==> src/rtl/matrix_pkg.sv <==
// Shared types, constants and width helper for the LED matrix scan sequencer.
package matrix_pkg;

  typedef enum logic [1:0] {
    IDLE = 2'd0,
    SCAN = 2'd1,
    DONE = 2'd2
  } scan_state_t;

  localparam logic MODE_ROW_MAJOR = 1'b0;
  localparam logic MODE_COL_MAJOR = 1'b1;

  localparam int unsigned DEF_COLS  = 5;
  localparam int unsigned DEF_ROWS  = 7;
  localparam int unsigned DEF_SEL_W = 6;
  localparam int unsigned DEF_DWELL = 4;

  // Bits needed to index n items; never narrower than one bit.
  function automatic int unsigned idx_w(input int unsigned n);
    return (n <= 32'd1) ? 32'd1 : 32'($clog2(n));
  endfunction

endpackage

==> src/rtl/matrix_scan_if.sv <==
// Frame-source / demux-tree side signals of the matrix scan sequencer.
interface matrix_scan_if #(
  parameter int unsigned COLS  = matrix_pkg::DEF_COLS,
  parameter int unsigned ROWS  = matrix_pkg::DEF_ROWS,
  parameter int unsigned SEL_W = matrix_pkg::DEF_SEL_W
) ();

  localparam int unsigned CW = matrix_pkg::idx_w(COLS);
  localparam int unsigned RW = matrix_pkg::idx_w(ROWS);

  logic                 en;
  logic                 start;
  logic                 mode;
  logic [ROWS*COLS-1:0] pix_in;
  logic [CW-1:0]        col_idx;
  logic [RW-1:0]        row_idx;
  logic [SEL_W-1:0]     sel;
  logic                 sel_valid;
  logic                 pix_out;
  logic                 busy;
  logic                 frame_done;

  modport master (
    output en, start, mode, pix_in,
    input  col_idx, row_idx, sel, sel_valid, pix_out, busy, frame_done
  );

  modport slave (
    input  en, start, mode, pix_in,
    output col_idx, row_idx, sel, sel_valid, pix_out, busy, frame_done
  );

endinterface

==> src/rtl/matrix_coord_counter.sv <==
// Nested column/row counter; traversal order picks which coordinate runs fastest.
module matrix_coord_counter
  import matrix_pkg::*;
#(
  parameter int unsigned COLS = DEF_COLS,
  parameter int unsigned ROWS = DEF_ROWS,
  localparam int unsigned CW  = idx_w(COLS),
  localparam int unsigned RW  = idx_w(ROWS)
) (
  input  logic          clk,
  input  logic          clr,
  input  logic          i_en,
  input  logic          i_clear,
  input  logic          i_adv,
  input  logic          i_mode,
  output logic [CW-1:0] o_col,
  output logic [RW-1:0] o_row,
  output logic [CW-1:0] o_col_adv_c,
  output logic [RW-1:0] o_row_adv_c,
  output logic          o_last_c
);

  logic [CW-1:0] r_col;
  logic [RW-1:0] r_row;
  logic          w_col_end;
  logic          w_row_end;

  assign w_col_end = (r_col == CW'(COLS - 1));
  assign w_row_end = (r_row == RW'(ROWS - 1));
  assign o_last_c  = w_col_end & w_row_end;

  // Coordinates of the cell following the current one.
  always_comb begin
    o_col_adv_c = r_col;
    o_row_adv_c = r_row;
    if (i_mode == MODE_ROW_MAJOR) begin
      o_col_adv_c = w_col_end ? '0 : r_col + CW'(1);
      if (w_col_end) o_row_adv_c = w_row_end ? '0 : r_row + RW'(1);
    end else begin
      o_row_adv_c = w_row_end ? '0 : r_row + RW'(1);
      if (w_row_end) o_col_adv_c = w_col_end ? '0 : r_col + CW'(1);
    end
  end

  always_ff @(posedge clk or negedge clr) begin
    if (!clr) begin
      r_col <= '0;
      r_row <= '0;
    end else if (i_en) begin
      if (i_clear) begin
        r_col <= '0;
        r_row <= '0;
      end else if (i_adv) begin
        r_col <= o_col_adv_c;
        r_row <= o_row_adv_c;
      end
    end
  end

  assign o_col = r_col;
  assign o_row = r_row;

endmodule

==> src/rtl/matrix_scan_sequencer.sv <==
// Steps a ROWS x COLS LED matrix cell by cell, driving demux select and latched pixel bit.
// Define MATRIX_SCAN_BLANK_EN to insert one anti-ghosting blank cycle after every cell.
module matrix_scan_sequencer
  import matrix_pkg::*;
#(
  parameter int unsigned COLS  = DEF_COLS,
  parameter int unsigned ROWS  = DEF_ROWS,
  parameter int unsigned SEL_W = DEF_SEL_W,
  parameter int unsigned DWELL = DEF_DWELL
) (
  input  logic          clk,
  input  logic          clr,
  matrix_scan_if.slave  bus
);

  localparam int unsigned N  = ROWS * COLS;
  localparam int unsigned CW = idx_w(COLS);
  localparam int unsigned RW = idx_w(ROWS);
  localparam int unsigned DW = idx_w(DWELL);

  if ((64'(1) << SEL_W) < 64'(N)) begin : g_sel_w_check
    $error("matrix_scan_sequencer: SEL_W too narrow for ROWS*COLS");
  end

  function automatic logic [SEL_W-1:0] sel_of(input logic [CW-1:0] c, input logic [RW-1:0] r);
    return SEL_W'(r) * SEL_W'(COLS) + SEL_W'(c);
  endfunction

  scan_state_t      r_state, w_state_nxt;
  logic [DW-1:0]    r_dwell, w_dwell_nxt;
  logic [N-1:0]     r_frame, w_frame_nxt;
  logic             r_mode, w_mode_nxt;
  logic [SEL_W-1:0] r_sel, w_sel_nxt;
  logic             r_valid, w_valid_nxt;
  logic             r_pix, w_pix_nxt;
  logic             r_busy, w_busy_nxt;
  logic             r_done, w_done_nxt;
`ifdef MATRIX_SCAN_BLANK_EN
  logic             r_blank, w_blank_nxt;
  logic             r_fin, w_fin_nxt;
  logic [N-1:0]     w_cur_shift;
`endif

  logic             w_cnt_clear;
  logic             w_cnt_adv;
  logic             w_last;
  logic [CW-1:0]    w_col, w_col_adv;
  logic [RW-1:0]    w_row, w_row_adv;
  logic [SEL_W-1:0] w_sel_adv;
  logic [N-1:0]     w_adv_shift;

  matrix_coord_counter #(
    .COLS (COLS),
    .ROWS (ROWS)
  ) u_coord (
    .clk         (clk),
    .clr         (clr),
    .i_en        (bus.en),
    .i_clear     (w_cnt_clear),
    .i_adv       (w_cnt_adv),
    .i_mode      (r_mode),
    .o_col       (w_col),
    .o_row       (w_row),
    .o_col_adv_c (w_col_adv),
    .o_row_adv_c (w_row_adv),
    .o_last_c    (w_last)
  );

  assign w_sel_adv   = sel_of(w_col_adv, w_row_adv);
  assign w_adv_shift = r_frame >> w_sel_adv;
`ifdef MATRIX_SCAN_BLANK_EN
  assign w_cur_shift = r_frame >> r_sel;
`endif

  assign w_sel_nxt = w_cnt_clear ? '0 : (w_cnt_adv ? w_sel_adv : r_sel);

  // Next-state and next-output decode.
  always_comb begin
    w_state_nxt = r_state;
    w_dwell_nxt = r_dwell;
    w_frame_nxt = r_frame;
    w_mode_nxt  = r_mode;
    w_valid_nxt = r_valid;
    w_pix_nxt   = r_pix;
    w_busy_nxt  = r_busy;
    w_done_nxt  = 1'b0;
    w_cnt_clear = 1'b0;
    w_cnt_adv   = 1'b0;
`ifdef MATRIX_SCAN_BLANK_EN
    w_blank_nxt = r_blank;
    w_fin_nxt   = r_fin;
`endif
    unique case (r_state)
      IDLE: begin
        if (bus.start) begin
          w_state_nxt = SCAN;
          w_frame_nxt = bus.pix_in;
          w_mode_nxt  = bus.mode;
          w_dwell_nxt = '0;
          w_cnt_clear = 1'b1;
          w_valid_nxt = 1'b1;
          w_pix_nxt   = bus.pix_in[0];
          w_busy_nxt  = 1'b1;
        end
      end
      SCAN: begin
`ifdef MATRIX_SCAN_BLANK_EN
        if (r_blank) begin
          w_blank_nxt = 1'b0;
          if (r_fin) begin
            w_state_nxt = DONE;
            w_valid_nxt = 1'b0;
            w_pix_nxt   = 1'b0;
            w_done_nxt  = 1'b1;
            w_cnt_clear = 1'b1;
          end else begin
            w_valid_nxt = 1'b1;
            w_pix_nxt   = w_cur_shift[0];
          end
        end else
`endif
        if (r_dwell == DW'(DWELL - 1)) begin
          w_dwell_nxt = '0;
          w_cnt_adv   = 1'b1;
`ifdef MATRIX_SCAN_BLANK_EN
          // Coordinates move on now; the cell lights one cycle later.
          w_blank_nxt = 1'b1;
          w_fin_nxt   = w_last;
          w_valid_nxt = 1'b0;
          w_pix_nxt   = 1'b0;
`else
          if (w_last) begin
            w_state_nxt = DONE;
            w_valid_nxt = 1'b0;
            w_pix_nxt   = 1'b0;
            w_done_nxt  = 1'b1;
            w_cnt_clear = 1'b1;
          end else begin
            w_valid_nxt = 1'b1;
            w_pix_nxt   = w_adv_shift[0];
          end
`endif
        end else begin
          w_dwell_nxt = r_dwell + DW'(1);
        end
      end
      DONE: begin
        w_state_nxt = IDLE;
        w_valid_nxt = 1'b0;
        w_pix_nxt   = 1'b0;
        w_busy_nxt  = 1'b0;
        w_cnt_clear = 1'b1;
      end
      default: begin
        w_state_nxt = IDLE;
        w_valid_nxt = 1'b0;
        w_pix_nxt   = 1'b0;
        w_busy_nxt  = 1'b0;
        w_cnt_clear = 1'b1;
      end
    endcase
  end

  always_ff @(posedge clk or negedge clr) begin
    if (!clr) begin
      r_state <= IDLE;
      r_dwell <= '0;
      r_frame <= '0;
      r_mode  <= MODE_ROW_MAJOR;
      r_sel   <= '0;
      r_valid <= 1'b0;
      r_pix   <= 1'b0;
      r_busy  <= 1'b0;
      r_done  <= 1'b0;
`ifdef MATRIX_SCAN_BLANK_EN
      r_blank <= 1'b0;
      r_fin   <= 1'b0;
`endif
    end else if (bus.en) begin
      r_state <= w_state_nxt;
      r_dwell <= w_dwell_nxt;
      r_frame <= w_frame_nxt;
      r_mode  <= w_mode_nxt;
      r_sel   <= w_sel_nxt;
      r_valid <= w_valid_nxt;
      r_pix   <= w_pix_nxt;
      r_busy  <= w_busy_nxt;
      r_done  <= w_done_nxt;
`ifdef MATRIX_SCAN_BLANK_EN
      r_blank <= w_blank_nxt;
      r_fin   <= w_fin_nxt;
`endif
    end
  end

  assign bus.col_idx    = w_col;
  assign bus.row_idx    = w_row;
  assign bus.sel        = r_sel;
  assign bus.sel_valid  = r_valid;
  assign bus.pix_out    = r_pix;
  assign bus.busy       = r_busy;
  assign bus.frame_done = r_done;

endmodule

==> src/flat_wrapper.sv <==
// flat-port wrapper written by rule: the top's interface ports become plain ports
module matrix_scan_sequencer_flat import matrix_pkg::*;
#(
  parameter int unsigned COLS  = DEF_COLS,
  parameter int unsigned ROWS  = DEF_ROWS,
  parameter int unsigned SEL_W = DEF_SEL_W,
  parameter int unsigned DWELL = DEF_DWELL
)
  (clk, clr, bus_en, bus_start, bus_mode, bus_pix_in, bus_col_idx, bus_row_idx, bus_sel, bus_sel_valid, bus_pix_out, bus_busy, bus_frame_done);
  matrix_scan_if #(.COLS(COLS), .ROWS(ROWS), .SEL_W(SEL_W)) bus_i ();
  input  logic clk;
  input  logic clr;
  input wire logic [$bits(bus_i.en)-1:0] bus_en;
  input wire logic [$bits(bus_i.start)-1:0] bus_start;
  input wire logic [$bits(bus_i.mode)-1:0] bus_mode;
  input wire logic [$bits(bus_i.pix_in)-1:0] bus_pix_in;
  output wire logic [$bits(bus_i.col_idx)-1:0] bus_col_idx;
  output wire logic [$bits(bus_i.row_idx)-1:0] bus_row_idx;
  output wire logic [$bits(bus_i.sel)-1:0] bus_sel;
  output wire logic [$bits(bus_i.sel_valid)-1:0] bus_sel_valid;
  output wire logic [$bits(bus_i.pix_out)-1:0] bus_pix_out;
  output wire logic [$bits(bus_i.busy)-1:0] bus_busy;
  output wire logic [$bits(bus_i.frame_done)-1:0] bus_frame_done;
  assign bus_i.en = bus_en;
  assign bus_i.start = bus_start;
  assign bus_i.mode = bus_mode;
  assign bus_i.pix_in = bus_pix_in;
  assign bus_col_idx = bus_i.col_idx;
  assign bus_row_idx = bus_i.row_idx;
  assign bus_sel = bus_i.sel;
  assign bus_sel_valid = bus_i.sel_valid;
  assign bus_pix_out = bus_i.pix_out;
  assign bus_busy = bus_i.busy;
  assign bus_frame_done = bus_i.frame_done;
  matrix_scan_sequencer #(.COLS(COLS), .ROWS(ROWS), .SEL_W(SEL_W), .DWELL(DWELL)) u_core (.clk(clk), .clr(clr), .bus(bus_i));
endmodule
==> config.mk <==
export PLATFORM = sky130hd
export DESIGN_NAME = matrix_scan_sequencer_flat
export DESIGN_NICKNAME = d
export VERILOG_FILES = /design/src/rtl/matrix_pkg.sv /design/src/rtl/matrix_scan_if.sv /design/src/rtl/matrix_coord_counter.sv /design/src/rtl/matrix_scan_sequencer.sv /design/src/flat_wrapper.sv
export SDC_FILE = /design/constraint.sdc
export NUM_CORES = 1
export LEC_CHECK = 0
export CORE_MARGIN = 3
export CORE_UTILIZATION = 51
export CTS_BUF_LIST = sky130_fd_sc_hd__clkbuf_16
export CTS_CLUSTER_DIAMETER = 100
export DETAILED_ROUTE_END_ITERATION = 10
export PLACE_DENSITY = 0.78
export SYNTH_ARGS = -nofsm -noshare
export SYNTH_HDL_FRONTEND = slang
export SYNTH_SLANG_ARGS = --single-unit
==> constraint.sdc <==
create_clock -name clk -period 4.2 [get_ports clk]
set_input_delay 0.42 -clock clk [delete_from_list [all_inputs] [get_ports clk]]
set_output_delay 0.42 -clock clk [all_outputs]
set_load 0.01 [all_outputs]
==> results_dict.tcl <==
set metrics [dict create \
    io_pins 56 \
    synth_compound_area_share_pct 11.6 \
    max-slew-margin-rel_pct 43.5 \
    fin_cells 343 \
    diodes 0 \
    end_kind "register" \
    avgSynthCellArea_um2 13.0 \
    fmax_ghz 0.256 \
    syn_to_final_growth_pct 27.0 \
    yosysMostFrequentCell "dfrtp_1" \
    finalSetupTns_ps 0 \
    fp.dieH_um 80.4 \
    cts_hold_buffers 0 \
    maxCapViolCount 0 \
    pwr-share-clk_pct 14.2 \
    drive_gt1_share_pct 19.8 \
    netlist_area_um2 2830 \
    period_share_pct 92.9 \
    via_per_inst 5.59 \
    p_switching_uw 978 \
    synth_edf_count 0 \
    cts_tree "yes" \
    synth_top_family_by_area "multiplexers" \
    yosysTopAreaCellShare_pct 49.6 \
    synthXorXnorAreaFrac_pct 0.620 \
    worstMarginPinSlew_ps 845 \
    synth-adder-area-share_pct 6.02 \
    wire_per_inst_um 15.7 \
    seq_area_um2 1400 \
    power.leakage_uw 0.00158 \
    cts-resized-gates 0 \
    worstHoldPathType "in2async" \
    swShare_pct 34.3 \
    synth-main-ff-cell "dfrtp_1" \
    wl_mm 5.37 \
    synthSimpleGateAreaFrac_pct 6.29 \
    ys_seq_elements 56 \
    grt_pass1_wl_mm 8.83 \
    crit_type "reg2reg" \
    core_um2 5240 \
    die_w_um 80.4 \
    portBuffers 55 \
    final_max_slew_viol_count 0 \
    clock_path_buffers 2 \
    ctsRootBufferMaster "clkbuf_16" \
    p_int_uw 1870 \
    cp.arrival_ps 4080 \
    nFillCells 388 \
    yosys_warnings 0 \
    final-setup-viol-count 0 \
    finClkSkew_ps 5.47 \
    vias 1917 \
    pwr_density_cell_nw_per_um2 795 \
    firstDrtPassIters 4 \
    status "complete, no violations" \
    peakVddDrop_uv 425 \
    cp_max_fo 5 \
    dp_cells 336 \
    start_util_pct 54.0 \
    async_reset_ff_share_pct 100 \
    path_clk_slew_ps 70 \
    p_seq_share_pct 32.5 \
    layout.nets 326 \
    syn_inst 218 \
    clock_latency_ps 290 \
    track_usage_pct 17.8 \
    grt_max_degree 57 \
    synth.distinct_cells 39 \
    multiInputGateArea_um2 1350 \
    muxShareOfSynthArea_pct 22.6 \
    layout_min_cycle_time_ps 3900 \
    numCtsBuffers 5 \
    drt_iter0_drc 115 \
    combPwrFrac_pct 53.3 \
    worstSetupStartpointType "register" \
    grt-ovfl-total 0 \
    dp.final_hpwl_mm 4.06 \
    dieArea_um2 6470 \
    rsz0062_at_grt "no" \
    routabilityCongestion 0.874 \
    hold_viol_final 0 \
    yosys-top-cells-count "dfrtp_1 (56), mux2_2 (35), a22o_1 (14)" \
    synth_nets 271 \
    ant_nets 0 \
    grt_pass1_vias 1809 \
    post_cts_buffers 0 \
    h-tree-depth 2 \
    cp.required_ps 4380 \
    remaining_drc_errors 0 \
    num_rows 26 \
    synth_largest_area_cell "dfrtp_1" \
    clkSinkCount 56 \
    netlist_top_cells_area "dfrtp_1 (50%), mux2_2 (14%), ha_1 (5.3%)" \
    antenna_found_initial 0 \
    seq_area_frac_synth_pct 49.6 \
]
## power by group through the flow
| stage | clock, µW | sequential (µW) | combinational (µW) |
|---|---|---|---|
| after floorplan | 0 | 894 | 1210 |
| after global placement | 0 | 937 | 1470 |
| after detailed placement | 0 | 942 | 1530 |
| after CTS | 416 | 931 | 1540 |
| after global routing | 438 | 959 | 1660 |
| final | 405 | 927 | 1520 |
## path summary, 6_finish.rpt
path | from | end | cells after the start | slack (ps)
worst max-delay path | u_core.u_coord.o_col[0]$_DFFE_PN0P_ | u_core.bus.pix_out$_DFFE_PN0P_ | 14 | 300
worst min-delay path | clr | u_core.bus.busy$_DFFE_PN0P_ | 2 | 250
worst max register to register | u_core.u_coord.o_col[0]$_DFFE_PN0P_ | u_core.bus.pix_out$_DFFE_PN0P_ | 14 | 300
worst min register to register | u_core.r_frame[13]$_DFFE_PN0P_ | u_core.r_frame[13]$_DFFE_PN0P_ | 1 | 510
max in group asynchronous | clr | u_core.r_mode$_DFFE_PN0P_ | 2 | 3490
min in group clk | u_core.r_frame[13]$_DFFE_PN0P_ | u_core.r_frame[13]$_DFFE_PN0P_ | 1 | 510
## kinds of logic (layout without fill, tap and decap cells)
logic type | Yosys count | in the layout
flops | 56 | 56
xor+xnor | 2 | 2
mux | 47 | 47
compound gates | 45 | 45
fa+ha+maj | 13 | 13
simple gates | 33 | 33
buf+inv | 22 | 77
## critical path, cell delays in order (launching register included)
cell and delay (ps):
dfrtp_1 410, inv_1 100, ha_1 190, nand2_1 110, nand2b_1 130, a31oi_1 90
a31oi_1 260, ha_1 290, ha_1 300, inv_1 60, fa_1 610, inv_1 180
mux4_2 510, or4_1 420, o211a_1 140
## sequential cells by signal, summed over array words and instances, names as in the netlist
name	cells
u_core.bus.busy	1
u_core.bus.frame_done	1
u_core.bus.pix_out	1
u_core.bus.sel	6
u_core.bus.sel_valid	1
u_core.r_dwell	2
u_core.r_frame	35
u_core.r_mode	1
u_core.r_state	2
u_core.u_coord.o_col	3
u_core.u_coord.o_row	3
## metrics by stage
step | hold slack, ps | util, % | cell area (µm²) | power [µW] | setup WS, ps
3_5_place_dp | 491 | 65.8 | 3450 | 2480 | 326
4_1_cts | 286 | 68.5 | 3590 | 2890 | 307
5_1_grt | 307 | 68.5 | 3590 | 3060 | 87.4
2_1_floorplan | 124 | - | 2830 | 2100 | 587
6_report | 253 | 68.5 | 3590 | 2850 | 299
3_3_place_gp | 486 | 65.8 | 3450 | 2400 | 450
## final cells by class
class                      instances  share of cell area [%]
clock inverter                     2                   0.453
sequential                        56                    39.0
timing repair buffer              58                    15.8
multi-input combinational        140                    37.5
tap                               70                    2.44
inverter                          12                    1.25
clock buffer                       5                    3.49
## cells in the final DEF, fill, tap and decap left out, drive strengths merged, types with 2 or more instances in the layout
cell | netlist | final
a21o | 3 | 3
nand2b | 4 | 4
nor2b | 2 | 2
o21ai | 10 | 10
buf | 4 | 4
o211a | 2 | 2
ha | 12 | 12
clkdlybuf4s50 | 0 | 54
o22ai | 3 | 3
a21oi | 3 | 3
dfrtp | 56 | 56
mux2 | 35 | 35
or4 | 2 | 2
clkbuf | 6 | 5
o211ai | 2 | 2
nand2 | 9 | 9
mux2i | 3 | 3
inv | 12 | 13
a22o | 15 | 15
nand3 | 6 | 6
a31oi | 3 | 3
mux4 | 9 | 9
nor2 | 3 | 3
## metal layers
| metal | up-vias | share of wire, % | global-route usage (%) |
|---|---|---|---|
| li1 | 926 | - | - |
| met1 | 944 | 45 | 24.7 |
| met2 | 42 | 50 | 28.9 |
| met3 | 5 | 3.9 | 2.91 |
| met4 | 0 | 0.99 | 5.07 |
| met5 | - | 0 | 0 |
No activity file was read; power rests on OpenSTA's default activity.
